File: config.mk
export PLATFORM = sky130hd
export DESIGN_NAME = reg_write_arbiter
export DESIGN_NICKNAME = d
export VERILOG_FILES = /design/src/rtl/reg_write_arbiter.sv
export SDC_FILE = /design/constraint.sdc
export NUM_CORES = 1
export LEC_CHECK = 0
export ABC_AREA = 0
export ABC_CLOCK_PERIOD_IN_PS = 2400
export CAP_MARGIN = 5
export CORE_ASPECT_RATIO = 1.25
export CORE_UTILIZATION = 45
export DETAILED_ROUTE_END_ITERATION = 7
export PLACE_DENSITY = 0.65
export SYNTH_ARGS = -nofsm -noshare
export SYNTH_HDL_FRONTEND = slang
export SYNTH_SLANG_ARGS = --single-unit
File: constraint.sdc
create_clock -name clk_i -period 2.4 [get_ports clk_i]
set_input_delay 0.6 -clock clk_i [delete_from_list [all_inputs] [get_ports clk_i]]
set_output_delay 0.6 -clock clk_i [all_outputs]
set_load 0.02 [all_outputs]
File: src/rtl/reg_write_arbiter.sv
// Register write arbiter: merges buffered I2C target writes and internal
// (sleep/restart) writes into one registered register-storage write port.
// ALL_LED ids (0xFA..0xFD) are forwarded unchanged and then expanded into
// sixteen per-LED writes before the arbiter grants anything else.
module reg_write_arbiter #(
   parameter int FIFO_DEPTH = 4
) (
   input  logic       clk_i,
   input  logic       rst_i,
   input  logic       i2c_we_i,
   input  logic [7:0] i2c_id_i,
   input  logic [7:0] i2c_value_i,
   input  logic       int_valid_i,
   input  logic [7:0] int_id_i,
   input  logic [7:0] int_value_i,
   output logic       int_ready_o,
   output logic       wr_en_o,
   output logic [7:0] wr_id_o,
   output logic [7:0] wr_value_o,
   output logic       busy_o,
   output logic       overflow_o,
   input  logic       clear_overflow_i
);

   localparam int PTR_W = (FIFO_DEPTH > 1) ? $clog2(FIFO_DEPTH) : 1;
   localparam int CNT_W = PTR_W + 1;
   localparam logic [CNT_W-1:0] DEPTH_C = CNT_W'(FIFO_DEPTH);

   typedef enum logic {
      IDLE,
      EXPAND
   } state_t;

   state_t state;
   state_t next_state;

   logic [15:0]      fifo_mem [FIFO_DEPTH];
   logic [PTR_W-1:0] rd_ptr;
   logic [PTR_W-1:0] wr_ptr;
   logic [CNT_W-1:0] count;
   logic             fifo_empty;
   logic             fifo_full;
   logic             push;
   logic             pop;
   logic             drop;

   logic             last_int;
   logic             grant_i2c;
   logic             grant_int;

   logic [7:0]       head_id;
   logic [7:0]       head_value;
   logic [7:0]       sel_id;
   logic [7:0]       sel_value;
   logic             sel_all_led;

   logic [3:0]       exp_index;
   logic [3:0]       next_exp_index;
   logic [1:0]       exp_offset;
   logic [7:0]       exp_value;
   logic             load_expand;

   logic             issue;
   logic [7:0]       issue_id;
   logic [7:0]       issue_value;

   assign fifo_empty  = (count == '0);
   assign fifo_full   = (count == DEPTH_C);
   assign head_id     = fifo_mem[rd_ptr][15:8];
   assign head_value  = fifo_mem[rd_ptr][7:0];

   assign sel_id      = grant_int ? int_id_i    : head_id;
   assign sel_value   = grant_int ? int_value_i : head_value;
   assign sel_all_led = (sel_id >= 8'hFA) && (sel_id <= 8'hFD);

   assign pop  = grant_i2c;
   assign push = i2c_we_i && !rst_i && (!fifo_full || pop);
   assign drop = i2c_we_i && !rst_i && fifo_full && !pop;

   assign int_ready_o = grant_int;
   assign busy_o      = !fifo_empty || (state != IDLE) || wr_en_o;

   // Round-robin grant between the FIFO head and the internal requester; the
   // loser of a tie is whichever side was granted most recently.
   always_comb begin
      grant_i2c = 1'b0;
      grant_int = 1'b0;
      if (!rst_i && state == IDLE) begin
         if (!fifo_empty && (!int_valid_i || last_int)) begin
            grant_i2c = 1'b1;
         end else if (int_valid_i) begin
            grant_int = 1'b1;
         end
      end
   end

   // Next-state and write-issue decode: IDLE forwards the granted write, an
   // ALL_LED grant arms EXPAND, and EXPAND walks the sixteen LED registers.
   always_comb begin
      next_state     = state;
      next_exp_index = exp_index;
      load_expand    = 1'b0;
      issue          = 1'b0;
      issue_id       = wr_id_o;
      issue_value    = wr_value_o;
      case (state)
         IDLE: begin
            if (grant_i2c || grant_int) begin
               issue       = 1'b1;
               issue_id    = sel_id;
               issue_value = sel_value;
               if (sel_all_led) begin
                  next_state     = EXPAND;
                  next_exp_index = 4'd0;
                  load_expand    = 1'b1;
               end
            end
         end
         EXPAND: begin
            issue          = 1'b1;
            issue_id       = 8'h06 + {2'b00, exp_index, 2'b00} + {6'b000000, exp_offset};
            issue_value    = exp_value;
            next_exp_index = exp_index + 4'd1;
            if (exp_index == 4'd15) begin
               next_state = IDLE;
            end
         end
         default: begin
            next_state = IDLE;
         end
      endcase
   end

   // State register plus the captured ALL_LED channel offset and value.
   // The offset is id-0xFA modulo 4, which only needs the low two id bits.
   always_ff @(posedge clk_i or posedge rst_i) begin
      if (rst_i) begin
         state      <= IDLE;
         exp_index  <= 4'd0;
         exp_offset <= 2'd0;
         exp_value  <= 8'h00;
      end else begin
         state     <= next_state;
         exp_index <= next_exp_index;
         if (load_expand) begin
            exp_offset <= sel_id[1:0] - 2'b10;
            exp_value  <= sel_value;
         end
      end
   end

   // Remember which side won last so ties alternate; internal after reset.
   always_ff @(posedge clk_i or posedge rst_i) begin
      if (rst_i) begin
         last_int <= 1'b1;
      end else if (grant_i2c) begin
         last_int <= 1'b0;
      end else if (grant_int) begin
         last_int <= 1'b1;
      end
   end

   // Registered write port; id and value hold when no write is issued.
   always_ff @(posedge clk_i or posedge rst_i) begin
      if (rst_i) begin
         wr_en_o    <= 1'b0;
         wr_id_o    <= 8'h00;
         wr_value_o <= 8'h00;
      end else begin
         wr_en_o    <= issue;
         wr_id_o    <= issue_id;
         wr_value_o <= issue_value;
      end
   end

   // FIFO storage; contents need no reset because the count guards reads.
   always_ff @(posedge clk_i) begin
      if (push) begin
         fifo_mem[wr_ptr] <= {i2c_id_i, i2c_value_i};
      end
   end

   // FIFO pointers and occupancy; a full FIFO may accept a push when popped.
   always_ff @(posedge clk_i or posedge rst_i) begin
      if (rst_i) begin
         rd_ptr <= '0;
         wr_ptr <= '0;
         count  <= '0;
      end else begin
         if (push) begin
            wr_ptr <= wr_ptr + PTR_W'(1);
         end
         if (pop) begin
            rd_ptr <= rd_ptr + PTR_W'(1);
         end
         case ({push, pop})
            2'b10:   count <= count + CNT_W'(1);
            2'b01:   count <= count - CNT_W'(1);
            default: count <= count;
         endcase
      end
   end

   // Sticky drop flag; a new drop beats a simultaneous clear.
   always_ff @(posedge clk_i or posedge rst_i) begin
      if (rst_i) begin
         overflow_o <= 1'b0;
      end else if (drop) begin
         overflow_o <= 1'b1;
      end else if (clear_overflow_i) begin
         overflow_o <= 1'b0;
      end
   end

endmodule

==> results of run 1 <==
[registers in the layout (all words and copies together), names as in the netlist]
register	flops
count	3
exp_index	4
exp_offset	2
exp_value	8
fifo_mem	64
last_int	1
overflow_o	1
rd_ptr	2
state	1
wr_en_o	1
wr_id_o	8
wr_ptr	2
wr_value_o	8
[power groups by stage]
stage / clock network [W] / registers [W] / logic [W]
floorplan: 0 / 0.00278 / 0.00153
global placement: 0 / 0.00270 / 0.00259
detailed placement: 0 / 0.00272 / 0.00262
CTS: 0.00157 / 0.00269 / 0.00271
global route: 0.00164 / 0.00272 / 0.00313
finish: 0.00154 / 0.00267 / 0.00288
[per-layer routing]
layer	share of wire (%)	vias up	routed length (um)	GRT usage, %
met5	0	-	0	0
met4	2.3	0	215	11.0
met3	2.8	14	260	3.12
met2	53	66	4890	33.1
met1	42	1393	3820	23.3
li1	-	1331	-	-
[metrics by stage]
step	util (%)	hold slack [ns]	cell area, um2	setup TNS (ns)	std cells
final	61.7	0.507	5990	0	529
after global routing	61.7	0.530	5990	-0.00584	529
after CTS	60.7	0.502	5900	0	522
after detailed placement	56.8	0.481	5510	-14.62	502
after global placement	56.8	0.472	5510	-14.42	502
after floorplan	-	0.459	4560	0	301
[worst paths after layout]
check / startpoint / end
min in group asynchronous: rst_i / count[0]$_DFFE_PP0P_
hold reg to reg: wr_id_o[2]$_DFFE_PP0P_ / wr_id_o[2]$_DFFE_PP0P_
setup / recovery: rst_i / exp_value[6]$_DFFE_PP0P_
hold / removal: wr_id_o[2]$_DFFE_PP0P_ / wr_id_o[2]$_DFFE_PP0P_
max in group asynchronous: rst_i / rd_ptr[0]$_DFFE_PP0P_
setup reg to reg: rd_ptr[0]$_DFFE_PP0P_ / exp_value[3]$_DFFE_PP0P_
[cell families after synthesis]
kind of cell / synth area share, %
flip-flops: 64.8
AND/OR/NAND/NOR: 8.22
AO/OA/AOI/OAI: 6.93
multiplexers: 12.5
buffers and inverters: 2.89
XOR/XNOR: 2.31
adder cells (fa/ha/maj): 2.36
[worst reg2reg max path, cell delays in order (launching register included)]
cell      delay, ns
dfrtp_2        0.44
buf_4          0.15
mux4_2         0.51
xnor2_1        0.17
mux2i_4        0.26
nand4b_4       0.22
mux2_4         0.35
[cell type report]
cell class                      count  area (um2)
Tap cell                          126         158
Clock buffer                        9         225
Fill cell                         740        3720
Multi-Input combinational cell    168        1560
Inverter                           15        60.1
Timing Repair Buffer               99         942
Clock inverter                      7        95.1
Sequential cell                   105        2950
[what timing repair did]
item,CTS,global route
setup buffers,3,7
pin swaps,1,2
endpoints found under the setup margin,14,17
hold buffers,0,0
endpoints found under the hold margin,0,0
gates resized for setup,13,7
cloned,1,0
[placed cells by master, fill, tap and decap left out, types with 2 or more instances in the layout]
cell type	n
o221ai_1	3
xor2_1	3
edfxtp_1	64
ha_1	7
o21ai_0	3
xnor2_1	9
nor2_2	2
mux4_2	11
a221o_1	10
buf_4	38
clkbuf_16	9
mux4_1	5
o21a_1	2
buf_12	5
nor2_1	5
nand3_1	5
mux2i_1	6
inv_1	14
clkdlybuf4s50_1	54
and2_2	4
and2_1	3
and3_1	9
nand2_1	39
mux2_4	4
nand4b_4	2
mux2_2	5
inv_8	2
dfrtp_1	39
a21oi_1	6
inv_6	2
==> metrics.csv, run 1 <==
metric,value,unit
synth_seq_cells,105,
dr.pass1.iters,4,
worst-path-buf-inv,2,
worstSkewPairLatency,0.34,ns
switching_share,33.4,%
grt_use_total,19.4,%
maxCapViolCount,0,
die_y,114,um
pwr-share-seq,37.6,%
grt_max_degree,42,
min_period,2.36,ns
worstSetupEndpointType,register,
htreeDepth,3,
yosys.cell_count.top_type,edfxtp_1,
status,finished clean,
max_slew_margin,63.8,%
worst-r2r-cell-count,6,
place.port_buffers,56,
syn_inst,301,
fin_ws,0.0382,ns
layout-drive-gt1-share,25.3,%
clkSlewWorstSetupHoldPaths,0.07,ns
clock_path_buffers,2,
design.die.area,10500,um2
boundaryPins,57,
clockPowerShare,21.7,%
synth_top_cell_by_area,edfxtp_1,
synth_top_cell_area_share,42.2,%
ant_nets,0,
rsz0062_at_grt,true,
power_density,1180,nW/um2
coreArea,9710,um2
leakage,2.45,nW
comb_power_share,40.7,%
antenna_found_initial,0,
power.internal,0.00472,W
clock_skew,0.00744,ns
cts_buffers,9,
synth_ff_type,edfxtp_1,
gp_congestion,0.801,
cp_max_fo,6,
yosys-top-cells-count,"edfxtp_1 (64), dfrtp_1 (40), nand2_1 (39)",
clock-sinks,105,
async_flop_share,39.0,%
ys_warn_count,0,
syn2layout_area_growth,31.6,%
path_delay_family,simple AND/OR/NAND/NOR gates,
path_class,input pin to register,
place_ws,-0.443,ns
crit_arrival,2.59,ns
grt_pass1_wl,15000,um
p_sw,0.00237,W
r2r_slack,0.19,ns
die_x,92.0,um
synth_area_per_cell,15.1,um2
max_freq,423,MHz
synth_edf_count,64,
hold_depth,2,
hold_violations,0,
cts_root_buf,clkbuf_16,
critical_path_required,2.63,ns
grt_overflow,0,
grt_pass1_vias,2938,
synth_area,4550,um2
drt-wirelength-per-cell,17.4,um
synthTopCellsByArea,"edfxtp_1 (42%), dfrtp_1 (22%), mux4_2 (5.4%)",
drv_slew,0,
cp-start-kind,input pin,
cts_tree,built,
drc_errors,0,
rows,40,
setup_violations,0,
wl,9180,um
synth_nets,346,
min_path_type,register to register,
total_power,0.00709,W
vdd_ir_drop_max,0.430,mV
nets,443,
num_vias,2804,
synth-seq-area-share,64.8,%
dpl.hpwl,6250,um
worst-path-stages,7,
worst_pin_slew,0.544,ns
synth_cell_types,49,
cp_slowest_cell,or3b_2,
drt_iter0_drc,122,
final.period_utilization,98.4,%
crit_chain,clkdlybuf4s50_1 > buf_4 > or3b_2 > o21ai_4 > o22ai_4 > nand4b_4 > mux2_2,
viasPerCell,5.30,
start_util,46.9,%
critPathMaxStageDelay,0.49,ns
diodes,0,
Note: power is estimated with default switching activity, not from simulation.
==> run 2: changes to the inputs <==
HOLD_SLACK_MARGIN = 0.05   (was not set)
==> results of run 2 <==
Same layout as run 1: the final DEF is identical, and so are final timing and power.
